`config.mk`:
```
export PLATFORM = sky130hd
export DESIGN_NAME = mac_seq_ctrl
export DESIGN_NICKNAME = d
export VERILOG_FILES = /design/src/rtl/mac_seq_pkg.sv /design/src/rtl/mac_seq_ctrl.sv
export SDC_FILE = /design/constraint.sdc
export NUM_CORES = 1
export LEC_CHECK = 0
export CORE_MARGIN = 1.5
export CORE_UTILIZATION = 55
export DETAILED_ROUTE_END_ITERATION = 10
export DONT_BUFFER_PORTS = 1
export PLACE_DENSITY = 0.75
export SLEW_MARGIN = 25
export SYNTH_ARGS = -nofsm -noshare
export SYNTH_HDL_FRONTEND = slang
export SYNTH_SLANG_ARGS = --single-unit
```
`constraint.sdc`:
```
create_clock -name clk -period 1.5 [get_ports clk]
set_input_delay 0.225 -clock clk [delete_from_list [all_inputs] [get_ports clk]]
set_output_delay 0.225 -clock clk [all_outputs]
set_load 0.01 [all_outputs]
```
`src/rtl/mac_seq_pkg.sv`:
```
// mac_seq_pkg: shared types and default widths for the MAC sequencer.
//   state_t    : sequencer FSM states (3-bit)
//   DATA_WIDTH : default operand width
//   LEN_WIDTH  : default job-length width
//   ACC_WIDTH  : default accumulator/result width
package mac_seq_pkg;
  localparam int DATA_WIDTH = 8;
  localparam int LEN_WIDTH  = 8;
  localparam int ACC_WIDTH  = 24;

  typedef enum logic [2:0] {
    IDLE  = 3'd0,
    CLEAR = 3'd1,
    RUN   = 3'd2,
    DRAIN = 3'd3,
    DONE  = 3'd4
  } state_t;
endpackage

```
`src/rtl/mac_seq_ctrl.sv`:
```
// mac_seq_ctrl: sequences one dot-product job through an external MAC.
// Ports:
//   clk, rst            clock, async active-high reset
//   start, len, abort   job request / length / cancel
//   a_*, b_*            operand streams (valid/ready, joint handshake)
//   mac_en/clr/a/b      drive the MAC; mac_cout is its accumulator
//   res_data/valid/ready result output (valid/ready)
//   busy, beat_cnt      status
module mac_seq_ctrl #(
  parameter int DATA_WIDTH = mac_seq_pkg::DATA_WIDTH,
  parameter int LEN_WIDTH  = mac_seq_pkg::LEN_WIDTH,
  parameter int ACC_WIDTH  = 3 * DATA_WIDTH
) (
  input  logic                  clk,
  input  logic                  rst,
  input  logic                  start,
  input  logic [LEN_WIDTH-1:0]  len,
  input  logic                  abort,
  input  logic [DATA_WIDTH-1:0] a_data,
  input  logic                  a_valid,
  output logic                  a_ready,
  input  logic [DATA_WIDTH-1:0] b_data,
  input  logic                  b_valid,
  output logic                  b_ready,
  output logic                  mac_en,
  output logic                  mac_clr,
  output logic [DATA_WIDTH-1:0] mac_a,
  output logic [DATA_WIDTH-1:0] mac_b,
  input  logic [ACC_WIDTH-1:0]  mac_cout,
  output logic [ACC_WIDTH-1:0]  res_data,
  output logic                  res_valid,
  input  logic                  res_ready,
  output logic                  busy,
  output logic [LEN_WIDTH-1:0]  beat_cnt
);
  import mac_seq_pkg::*;

  state_t               state;
  logic [LEN_WIDTH-1:0] len_q;
  logic                 in_run;
  logic                 beat;

  // Beats are consumed only when both streams are valid; abort kills the
  // beat in its own cycle so the MAC sees nothing from a cancelled job.
  assign in_run  = (state == RUN);
  assign beat    = in_run & a_valid & b_valid & ~abort;
  assign a_ready = beat;
  assign b_ready = beat;
  assign mac_en  = beat;
  assign mac_a   = in_run ? a_data : '0;
  assign mac_b   = in_run ? b_data : '0;

  always_ff @(posedge clk or posedge rst) begin
    if (rst) begin
      state     <= IDLE;
      len_q     <= '0;
      beat_cnt  <= '0;
      res_data  <= '0;
      res_valid <= 1'b0;
      mac_clr   <= 1'b0;
      busy      <= 1'b0;
    end else begin
      mac_clr <= 1'b0;
      if (abort && state != IDLE) begin
        // beat_cnt and the MAC are left alone; next job's CLEAR resets the MAC
        state     <= IDLE;
        busy      <= 1'b0;
        res_valid <= 1'b0;
      end else begin
        case (state)
          IDLE: if (start) begin
            len_q    <= len;
            beat_cnt <= '0;
            mac_clr  <= 1'b1;
            busy     <= 1'b1;
            state    <= CLEAR;
          end
          CLEAR: state <= (len_q != '0) ? RUN : DRAIN;
          RUN: if (beat) begin
            beat_cnt <= beat_cnt + LEN_WIDTH'(1);
            if (beat_cnt == len_q - LEN_WIDTH'(1)) state <= DRAIN;
          end
          DRAIN: begin
            // MAC has absorbed the last beat on the previous edge
            res_data  <= mac_cout;
            res_valid <= 1'b1;
            state     <= DONE;
          end
          DONE: if (res_ready) begin
            res_valid <= 1'b0;
            busy      <= 1'b0;
            state     <= IDLE;
          end
          default: begin
            state <= IDLE;
            busy  <= 1'b0;
          end
        endcase
      end
    end
  end
endmodule

```
==> Word level (Yosys, flattened, before mapping) <==
Cells that the tools add are included.
{ "totals": {"register_bits": 46, "inputBits": 55, "out_inout_bits": 54} }
{ "classes": {"muxes": 21, "bitwise": 5, "add_sub_neg": 2, "n_eq_ne": 12, "n_reduce_logical": 13} }
{ "ops": {"columns": ["op", "n"], "rows": [
  ["8-bit 2-to-1 mux", 4],
  ["8-bit one-hot mux with 2 select lines", 1],
  ["3-bit 2-to-1 mux", 5],
  ["3-bit one-hot mux with 5 select lines", 1],
  ["8-bit by 1-bit adder with 8-bit output (second input constant)", 1],
  ["8-bit equality test", 1],
  ["1-bit 2-to-1 mux", 8],
  ["4-bit AND reduction", 2],
  ["8-bit nonzero test", 1],
  ["8-bit by 1-bit subtractor with 8-bit output (second input constant)", 1],
  ["3-bit by 2-bit equality test with 1-bit output (second input constant)", 2],
  ["3-bit inequality test (second input constant)", 2],
  ["3-bit AND reduction", 2],
  ["3-bit nonzero test", 2],
  ["2-bit inequality test (second input constant)", 2],
  ["2-bit AND reduction", 2],
  ["1-bit AND", 3],
  ["3-bit by 1-bit equality test with 1-bit output (second input constant)", 1],
  ["3-bit equality test (second input constant)", 1],
  ["3-bit logical NOT", 1],
  ["3-bit by 1-bit inequality test with 1-bit output (second input constant)", 1],
  ["3-bit by 2-bit inequality test with 1-bit output (second input constant)", 1],
  ["1-bit one-hot mux with 3 select lines", 1],
  ["3-bit OR reduction", 1],
  ["other kinds (5)", 6]
]} }

==> Longest topological paths before layout <==
Gate-level depths: netlist of the first run.
{ "logic_depth": {"depth_word": 7, "mapped_depth": 7} }

==> Worst setup path after synthesis of the first run <==
OpenSTA, ideal clock, no wires.
{ "synth_path": {"path_type": "register to register", "from": "reg len_q[0]", "to": "reg state[0]", "stages_incl_launch_ff": 8, "path_slack_ns": -0.190, "arrival_time_ns": 1.604, "setup_ns": 0.087, "cell_sequence": "dfrtp_1 inv_1 ha_1 clkbuf_1 or3_1 a31oi_1 a31oi_1 a211oi_2"} }
{ "synth_between": {"elab_chain_len": 4, "word_cells_on_any_way": 8} }
{ "synth_rtl": {"columns": ["item", "line", "text"], "rows": [
  ["from (decl)", "mac_seq_ctrl.sv:39", "logic [LEN_WIDTH-1:0] len_q;"],
  ["from (signal assigned)", "mac_seq_ctrl.sv:72", "len_q <= len;"],
  ["8-bit by 1-bit subtractor with 8-bit output / 8-bit nonzero test (equally long branches)", "mac_seq_ctrl.sv:81, mac_seq_ctrl.sv:78", null],
  ["8-bit equality test / 1-bit 2-to-1 mux (equally long branches)", "mac_seq_ctrl.sv:81, mac_seq_ctrl.sv:78", null],
  ["3-bit by 1-bit inequality test with 1-bit output (no source line) / 3-bit one-hot mux with 5 select lines (equally long branches)", null, null],
  ["4-bit AND reduction (no source line) / 3-bit 2-to-1 mux (equally long branches)", null, null],
  ["to (signal assigned)", "mac_seq_ctrl.sv:78", "CLEAR: state <= (len_q != '0) ? RUN : DRAIN;"],
  ["to (decl)", "mac_seq_ctrl.sv:38", "state_t state;"]
]} }
Several ways; a longest one is shown, not always the timed one.
A chain may end at the register's enable or synchronous reset.

==> Final worst setup path of the first run <==
{ "layout_path": {"from": "reg state[2]", "to": "out mac_b[7]"} }
{ "layout_between": {"elab_chain_len": 2} }
{ "layout_rtl": {"columns": ["item", "line", "text"], "rows": [
  ["3-bit by 2-bit equality test with 1-bit output", "mac_seq_ctrl.sv:45", "assign in_run = (state == RUN);"],
  ["8-bit 2-to-1 mux", "mac_seq_ctrl.sv:51", "assign mac_b = in_run ? b_data : '0;"],
  ["to (decl)", "mac_seq_ctrl.sv:28", "output logic [DATA_WIDTH-1:0] mac_b,"]
]} }
Every way passes these cells.

==> results of run 1 <==
## state kept, by name (all words and copies together) (netlist names)
register / count
res_data: 24
beat_cnt: 8
len_q: 8
state: 3
busy: 1
mac_clr: 1
res_valid: 1
## cells by family (layout without fill, tap and decap cells)
kind of cell | count (synthesis) | in the layout | share of synthesized area, %
fa+ha+maj | 2 | 2 | 1.04
xor+xnor | 16 | 16 | 5.80
compound gates | 28 | 28 | 7.71
simple gates | 82 | 82 | 17.4
buf+inv | 22 | 52 | 5.69
flops | 46 | 46 | 47.6
mux | 25 | 25 | 14.7
## per-stage QoR
| step | util (%) | area, um^2 | hold slack, ns | setup WS (ns) |
|---|---|---|---|---|
| after floorplan | - | 2440 | 0.291 | -0.0419 |
| after global placement | 62.7 | 2580 | 0.166 | -0.0356 |
| after detailed placement | 62.7 | 2580 | 0.169 | -0.0449 |
| after CTS | 69.1 | 2850 | 0.0272 | -0.113 |
| after global routing | 72.6 | 2990 | 0.0279 | -0.166 |
| final | 72.6 | 2990 | 0.0288 | -0.118 |
## power by group through the flow
stage | Combinational (W) | Sequential (W) | Clock, W
2_1_floorplan | 0.00166 | 0.00225 | 0
3_3_place_gp | 0.00206 | 0.00235 | 0
3_5_place_dp | 0.00211 | 0.00235 | 0
4_1_cts | 0.00237 | 0.00232 | 0.000852
5_1_grt | 0.00284 | 0.00241 | 0.000895
6_report | 0.00261 | 0.00234 | 0.000831
## path summary, 6_finish.rpt
path                                           start                       to  slack (ns)  cells after the start
min in group asynchronous                        rst        mac_clr$_DFF_PP0_        0.42                      3
worst max register to register  state[2]$_DFFE_PP0P_  beat_cnt[7]$_DFFE_PP0P_       -0.05                      6
worst min register to register  len_q[7]$_DFFE_PP0P_     len_q[7]$_DFFE_PP0P_        0.57                      2
max in group asynchronous                        rst     state[2]$_DFFE_PP0P_        0.84                      3
worst max-delay path            state[2]$_DFFE_PP0P_                 mac_b[7]       -0.12                      4
worst min-delay path                          len[6]     len_q[6]$_DFFE_PP0P_        0.03                      2
## synth_stat cells
cell type | number | share of area (%)
a211oi_2 | 3 | 1.6
a21o_1 | 2 | 0.62
a21oi_1 | 3 | 0.62
a22oi_1 | 2 | 0.62
a31oi_1 | 4 | 1.0
a32o_1 | 1 | 0.41
and2_1 | 17 | 4.4
and2b_1 | 1 | 0.31
and3_1 | 1 | 0.26
and3b_1 | 2 | 0.72
buf_2 | 2 | 0.41
buf_4 | 2 | 0.62
buf_6 | 6 | 2.8
clkbuf_1 | 3 | 0.47
dfrtp_1 | 46 | 48
ha_1 | 2 | 1.0
inv_1 | 7 | 1.1
inv_2 | 2 | 0.31
mux2_1 | 4 | 1.9
mux2_4 | 20 | 12
mux2i_1 | 1 | 0.41
nand2_1 | 30 | 4.7
nand2_2 | 1 | 0.26
nand3_1 | 2 | 0.41
nand4_1 | 2 | 0.52
nor2_1 | 12 | 1.9
nor2b_1 | 3 | 0.78
nor3_1 | 5 | 1.0
nor3_2 | 1 | 0.41
nor3b_2 | 1 | 0.52
nor4_1 | 2 | 0.52
nor4_2 | 1 | 0.52
o21ai_0 | 8 | 1.7
o21ai_1 | 4 | 0.83
o311ai_0 | 1 | 0.36
or3_1 | 1 | 0.26
xnor2_1 | 12 | 4.3
xor2_1 | 4 | 1.4
## per-layer routing
layer | global-route usage, % | vias up
met3 | 5.67 | 9
met2 | 32.6 | 105
met4 | 6.97 | 0
li1 | - | 799
met1 | 25.5 | 802
met5 | 0 | -
## repair_timing
item	in CTS	in global routing
resized for setup	25	15
endpoints found under the hold margin	48	0
cloned	1	2
endpoints found under the setup margin	44	55
pin swaps	4	12
setup buffers	7	3
hold buffers	2	0
## worst max-delay path, delay by kind of cell (launching register included)
| family | cells | cell delay [ns] |
|---|---|---|
| simple gates | 3 | 0.49 |
| flops | 1 | 0.47 |
| buf+inv | 1 | 0.14 |
## cell type report
class                      count  area (um^2)  share of cell area, %
clock buffer                   7         96.3                   3.23
timing repair buffer          35          392                   13.1
multi-input combinational    153         1240                   41.6
inverter                       9         33.8                   1.13
tap                           50         62.6                   2.09
clock inverter                 1         8.76                  0.293
sequential                    46         1150                   38.6
==> flow_summary.ini, run 1 <==
[run_status]
outcome = finished, violations left
violated_checks = setup timing

[cts]
clock_tree.root_cell = clkbuf_8
htree_levels = 2
clock_sink_count = 46
tritoncts_buffer_count = 5
cts.reportedPaths.clkPinSlew_ns = 0.09
clk_latency_ns = 0.29
cts.path.max_buffers = 2
clock_tree_from_tritoncts = built

[flow_run]
timing.max_cap.violations = 0

[routing]
drt_antenna_net_count = 0
routed-via-count = 1715
top_layer_used = met4
m1_wl_mm = 2.17
drtPass1Iterations = 4
drt-vias-per-instance = 5.70
dr_wl_met3_um = 476
route.detailed.drc = 0
drt_wl_total_mm = 5.31
drt-initial-drc-count = 65
avgRoutedWirePerCell_um = 17.6
wl_met2_mm = 2.59

[critical_path]
crit_start_category = flip-flop
delay_of_the_slowest_cell_on_the_worst_path_ns = 0.47
critical_path.endpoint_type = output port
worstPathArrival_ns = 1.39
criticalPathCategory = flip-flop to output port
path_cells = nor2b_4, and2b_2, buf_12, and2_4
required_ns = 1.27
slowest_stage = dfrtp_2
worst_path_max_fanout = 17

[yosys]
avgSynthCellArea_um2 = 10.9
synth_cells = 221
synth.yosys.seq_area_share_pct = 47.6
syn_nets = 278
synth_warnings = 0
synth_seq_cells = 46
synth_cell_type_count = 38
syn_area_um2 = 2420

[final_layout]
fin_cells = 301
antennaDiodeCount = 0
nFillCells = 285
layout.nets = 307
drive_above_1_share_pct = 39.8
layout_commonest_cell = dfrtp_1
final_cell_mix = dfrtp_1, nand2_1, mux2_4, buf_4, and2_4
area_delta_synth_final_pct = 23.6

[sta]
layout_min_cycle_time_ns = 1.62
timing.slew.headroom_pct = 75.7
finClkSkew_ns = 0.00462
fmax_mhz = 618
fin_setup_tns_ns = -2.32
unrepaired_setup_endpoints_after_global_routing = yes
finalSetupViolCount = 33
hold_viol_final = 0
least_setup_slack_across_all_paths_after_layout_ns = -0.118
min_period_over_period_pct = 108
drv_slew = 0
worst_pin_slew_ns = 0.361

[power_and_ir_drop]
power.static_leakage_nw = 1.38
switchingPower_w = 0.00209
power.combinational.fraction_pct = 45.2
power.switching_fraction_pct = 36.1
power.internal_w = 0.00370
report.power.total_w = 0.00579
vdd.ir_drop.worst_mv = 0.908
pwr-share-clk_pct = 14.4
share_seq_of_total_power_pct = 40.5
power_density_nw_per_um2 = 1940

[global_route]
grt_antenna_before_repair = 0
number_of_global_route_vias_before_repair = 1618
grt_first_pass_wirelength_mm = 7.69
grt_start_max_net_pins = 47
globalRoute.totalOverflow = 0
grt.total_usage_pct = 20.0

[place]
hpwl_mm = 3.41
place.port_buffers = 0
dp_cells = 278
place.gp.congestion = 0.876

[hold_path]
holdCritPathClass = input port to flip-flop

[floorplan]
starting_density_of_the_core_pct = 58.7
floorplan.core_area_um2 = 4120
io_pins = 109
placement_rows = 23
die_h_um = 69.3
total_die_area_um2 = 4800
die_w_um = 69.3
(Power assumes the default switching activity.)
==> run 2, diff against run 1 <==
- CORE_UTILIZATION: 55 -> 50
- PLACE_DENSITY: 0.75 -> 0.7
==> run 2 against run 1 <==
  * Clock power increased by 11%
  * Highest routed layer unchanged
  * Critical endpoint is now mac_a[3]
  * Clock-buffer cell count decreased by 2
  * The flow still finishes with violations (setup timing)
  * Power increased by 5.4%
  * Critical path depth unchanged
  * Largest power group unchanged
  * Sequential power about the same
  * First-iteration DRC count decreased by 34%
  * Final area increased by 3.3%
==> flow_summary.ini, run 2 (synthesis results as in run 1) <==
[critical_path]
worstPathArrival_ns = 1.49
required_ns = 1.27
critical_path.endpoint_type = output port
timing.rr.end = res_data[0]$_DFFE_PP0P_
worst_path_max_fanout = 4
reg2reg_depth = 5
worst_setup_path_startpoint = state[0]$_DFFE_PP0P_
criticalPathCategory = flip-flop to output port
crit_start_category = flip-flop
delay_of_the_slowest_cell_on_the_worst_path_ns = 0.44
reg2reg_slack_ns = -0.11
slowest_stage = dfrtp_2
regToRegStartpoint = state[2]$_DFFE_PP0P_
path_cells = buf_6, and2b_4, clkbuf_16, and2_4

[sta]
worst_pin_slew_ns = 0.323
least_setup_slack_across_all_paths_after_layout_ns = -0.214
fmax_mhz = 583
fin_hold_ws_ns = 0.0236
finClkSkew_ns = 0.00401
timing.slew.headroom_pct = 78.1
unrepaired_setup_endpoints_after_global_routing = yes
layout_min_cycle_time_ns = 1.71
finalSetupViolCount = 48
hold_viol_final = 0
min_period_over_period_pct = 114
drv_slew = 0

[final_layout]
final_core_util_pct = 65.8
final_design_area_no_fill_um2 = 3090
area_delta_synth_final_pct = 27.6
combined_area_of_the_multi_input_logic_cells_um2 = 1240
reg.largest.list = res_data (24), beat_cnt (8), len_q (8)
layout.nets = 312
drive_above_1_share_pct = 40.2
largest_register_ffs = 24
nFillCells = 357
layout_commonest_cell = dfrtp_1
final_cell_mix = dfrtp_1, nand2_1, buf_4, mux2_4, and2_4
antennaDiodeCount = 0
seqCellArea_um2 = 1150
registers.top_by_ff_count = res_data

[global_route]
grt.total_usage_pct = 20.7
number_of_global_route_vias_before_repair = 1754
grt_start_max_net_pins = 38
grt_first_pass_wirelength_mm = 8.37
globalRoute.totalOverflow = 0
grt_antenna_before_repair = 0

[floorplan]
io_pins = 109
die_w_um = 72.5
placement_rows = 25
die_h_um = 72.5
floorplan.core_area_um2 = 4690
starting_density_of_the_core_pct = 51.5
total_die_area_um2 = 5260

[cts]
clock_tree_from_tritoncts = built
clk_latency_ns = 0.30
tritoncts_buffer_count = 5
cts.path.max_buffers = 2
clock_sink_count = 46
clock_tree.root_cell = clkbuf_8
htree_levels = 2
cts.reportedPaths.clkPinSlew_ns = 0.09

[power_and_ir_drop]
share_seq_of_total_power_pct = 38.3
switchingPower_w = 0.00219
power.static_leakage_nw = 1.42
power.combinational.fraction_pct = 46.5
report.power.total_w = 0.00610
power.internal_w = 0.00391
power.switching_fraction_pct = 35.9
vdd.ir_drop.worst_mv = 1.05
power_density_nw_per_um2 = 1980
pwr-share-clk_pct = 15.1

[flow_run]
timing.max_cap.violations = 0

[run_status]
outcome = finished, violations left
violated_checks = setup timing

[routing]
avgRoutedWirePerCell_um = 18.1
drtPass1Iterations = 4
drt_wl_total_mm = 5.62
drt-initial-drc-count = 43
drt_antenna_net_count = 0
route.detailed.drc = 0
drt-vias-per-instance = 5.67
routed-via-count = 1758

[place]
place.gp.congestion = 0.834
placement.cell_area_um2 = 2580
dp_worst_setup_slack_ns = 0.000813
place.port_buffers = 0
hpwl_mm = 3.49

[hold_path]
timing.hold.worst_path_depth = 2
min_delay_worst_endpoint = len_q[3]$_DFFE_PP0P_
holdCritPathClass = input port to flip-flop
startpoint_of_the_most_critical_hold_path = len[3]
## run 2: cell types whose count changed in the layout (fill, tap and decap cells not counted), sizes merged
cell / change
bufinv: +1
clkinv: -1
clkinvlp: +2
buf: +5
clkbuf: -2
## run 2: area by class of cell
| type | count | share of cell area [%] |
|---|---|---|
| Inverter | 9 | 1.09 |
| Clock buffer | 5 | 2.23 |
| Tap cell | 54 | 2.19 |
| Sequential cell | 46 | 37.3 |
| Clock inverter | 3 | 1.46 |
| Multi-Input combinational cell | 153 | 40.2 |
| Timing Repair Buffer | 40 | 15.5 |
## run 2: how the worst max path moves through the flow
stage	endpoint	slack [ns]
finish	mac_a[3]	-0.21
floorplan	state[0]$_DFFE_PP0P_	-0.04
global route	mac_b[0]	-0.24
detailed placement	res_data[15]$_DFFE_PP0P_	0.0008
CTS	mac_a[0]	-0.20
global placement	state[0]$_DFFE_PP0P_	0.01
## run 2: per-layer routing
| metal | wire (um) | global-route usage (%) | vias up |
|---|---|---|---|
| met1 | 2260 | 24.1 | 851 |
| li1 | - | - | 811 |
| met4 | 99 | 7.55 | 0 |
| met2 | 2880 | 36.6 | 84 |
| met3 | 387 | 5.42 | 12 |
| met5 | 0 | 0 | - |
## run 2: per-stage QoR
stage,TNS [ns],std cells
floorplan,-0.0419,221
global placement,0,282
detailed placement,0,282
CTS,-4.90,304
global route,-7.88,310
finish,-5.91,310
## run 2: what timing repair did
item / 4_1_cts / 5_1_grt
gates resized for setup: 32 / 14
setup endpoints to repair: 24 / 60
cloned: 4 / 1
pin swaps: 20 / 3
hold buffers: 2 / 0
buffers inserted: 8 / 5
hold endpoints to repair: 11 / 0
## run 2: critical path: cells and delay by family, from the launching register on
kind / cells / cell delay, ns
simple gates: 2 / 0.46
flops: 1 / 0.44
buf+inv: 2 / 0.29
## run 2: power by group through the flow
stage	Clock, W	Combinational (W)	Sequential (W)
after detailed placement	0	0.00212	0.00235
after CTS	0.000955	0.00261	0.00231
after floorplan	0	0.00166	0.00225
after global placement	0	0.00208	0.00233
final	0.000924	0.00284	0.00234
after global routing	0.000992	0.00305	0.00241
==> run 3, diff against run 2 <==
- CTS_CLUSTER_SIZE: not set -> 28
- SKIP_CTS_REPAIR_TIMING: not set -> 1
==> run 3 against run 2 <==
  * Core utilization down 5.5 points
  * Flip-flop and latch count unchanged
  * Setup slack worse by 0.049 ns
  * Power down 8.1%
  * Sequential power about the same
  * Combinational power down 17%
  * The run still ends with setup timing left
  * Wire length down 14%
  * Non-clock buffer count down 13
  * Largest power group unchanged
  * Die area unchanged
  * Clock power about the same
==> flow_summary.ini, run 3 (synthesis results as in run 1) <==
[run_status]
outcome = finished, violations left
violated_checks = setup timing

[floorplan]
die_h_um = 72.5
placement_rows = 25
die_w_um = 72.5
io_pins = 109
floorplan.core_area_um2 = 4690
total_die_area_um2 = 5260
starting_density_of_the_core_pct = 51.5

[critical_path]
criticalPathCategory = flip-flop to output port
reg2reg_slack_ns = -0.02
slowest_stage = dfrtp_1
crit_start_category = flip-flop
cp.buffers_inverters = 2
required_ns = 1.27
delay_of_the_slowest_cell_on_the_worst_path_ns = 0.46
reg2reg_depth = 4
crit_cells = 4
regToRegStartpoint = state[1]$_DFFE_PP0P_
path_cells = buf_4, and2b_2, clkbuf_16, and2_4
worst_path_max_fanout = 8
worst_setup_path_endpoint = mac_b[1]
critical_path.endpoint_type = output port
cpLargestDelayFamily = flip-flops
timing.rr.end = res_data[14]$_DFFE_PP0P_
worst_setup_path_startpoint = state[0]$_DFFE_PP0P_
worstPathArrival_ns = 1.54

[routing]
routed-via-count = 1677
wl_met2_mm = 2.37
m1_wl_mm = 1.97
drt-initial-drc-count = 35
top_layer_used = met4
drt_antenna_net_count = 0
drtPass1Iterations = 4
drt-vias-per-instance = 5.65
dr_wl_met3_um = 378
route.detailed.drc = 0
avgRoutedWirePerCell_um = 16.2
drt_wl_total_mm = 4.81

[final_layout]
layout_commonest_cell = dfrtp_1
reg.largest.list = res_data (24), beat_cnt (8), len_q (8)
largest_register_ffs = 24
area_delta_synth_final_pct = 17.0
final_cell_mix = dfrtp_1, nand2_1, mux2_4, buf_4, and2_4
antennaDiodeCount = 0
layout.nets = 299
registers.top_by_ff_count = res_data
drive_above_1_share_pct = 34.6

[global_route]
grt_start_max_net_pins = 38
grt_first_pass_wirelength_mm = 7.13
globalRoute.totalOverflow = 0
number_of_global_route_vias_before_repair = 1581
grt_antenna_before_repair = 0
grt.total_usage_pct = 17.6

[place]
place.gp.congestion = 0.834
hpwl_mm = 3.49
place.port_buffers = 0

[sta]
fin_setup_tns_ns = -4.68
timing.slew.headroom_pct = 73.7
fmax_mhz = 567
layout_min_cycle_time_ns = 1.76
finClkSkew_ns = 0.00277
drv_slew = 0
least_setup_slack_across_all_paths_after_layout_ns = -0.264
fin_hold_ws_ns = 0.0218
min_period_over_period_pct = 118
finalSetupViolCount = 26
worst_pin_slew_ns = 0.390
unrepaired_setup_endpoints_after_global_routing = yes
hold_viol_final = 0

[cts]
htree_levels = 2
clock_sink_count = 46
clk_latency_ns = 0.30
cts.path.max_buffers = 2
cts.reportedPaths.clkPinSlew_ns = 0.08
tritoncts_buffer_count = 5
clock_tree_from_tritoncts = built
clock_tree.root_cell = clkbuf_8

[power_and_ir_drop]
power_density_nw_per_um2 = 1980
power.combinational.fraction_pct = 42.1
vdd.ir_drop.worst_mv = 0.985
power.internal_w = 0.00362
share_seq_of_total_power_pct = 41.5
power.static_leakage_nw = 1.31
switchingPower_w = 0.00199
power.switching_fraction_pct = 35.4
pwr-share-clk_pct = 16.4

[flow_run]
timing.max_cap.violations = 0

[hold_path]
holdCritPathClass = input port to flip-flop
run 3: metrics by stage:
| step | total power, W | instances | cell area [um^2] | util, % | setup slack, ns |
|---|---|---|---|---|---|
| 6_report | 0.00561 | 297 | 2830 | 60.3 | -0.264 |
| 5_1_grt | 0.00597 | 297 | 2830 | 60.3 | -0.325 |
| 4_1_cts | 0.00542 | 290 | 2700 | 57.5 | -0.327 |
| 3_5_place_dp | 0.00447 | 282 | 2580 | 55.1 | 0.000813 |
| 3_3_place_gp | 0.00441 | 282 | 2580 | 55.1 | 0.0132 |
| 2_1_floorplan | 0.00392 | 221 | 2440 | - | -0.0419 |
run 3: area by class of cell:
| cell class | count | area [um^2] |
|---|---|---|
| fill | 398 | 1860 |
| multi-input combinational | 153 | 1180 |
| sequential | 46 | 1150 |
| clock buffer | 5 | 68.8 |
| tap | 54 | 67.6 |
| clock inverter | 3 | 45.0 |
| timing repair buffer | 27 | 279 |
| inverter | 9 | 33.8 |
run 3: how the worst min path moves through the flow:
stage / startpoint / end / slack, ns / cells past startpoint
detailed placement: rst / res_data[2]$_DFFE_PP0P_ / 0.05 / 1
CTS: rst / res_data[2]$_DFFE_PP0P_ / -0.29 / 1
floorplan: abort / state[2]$_DFFE_PP0P_ / 0.29 / 1
finish: len[3] / len_q[3]$_DFFE_PP0P_ / 0.02 / 2
global placement: rst / res_data[2]$_DFFE_PP0P_ / 0.04 / 1
global route: len[6] / len_q[6]$_DFFE_PP0P_ / 0.03 / 2
run 3: per-layer routing:
layer  track usage (%)  vias up
met1              20.5      801
met3              5.14        9
li1                  -      782
met5                 0        -
met4              7.76        0
met2              30.0       85
run 3: power by group through the flow:
stage / Clock [W] / Sequential (W) / Combinational (W)
2_1_floorplan: 0 / 0.00225 / 0.00166
3_3_place_gp: 0 / 0.00233 / 0.00208
3_5_place_dp: 0 / 0.00235 / 0.00212
4_1_cts: 0.000955 / 0.00233 / 0.00213
5_1_grt: 0.000991 / 0.00240 / 0.00258
6_report: 0.000921 / 0.00233 / 0.00236
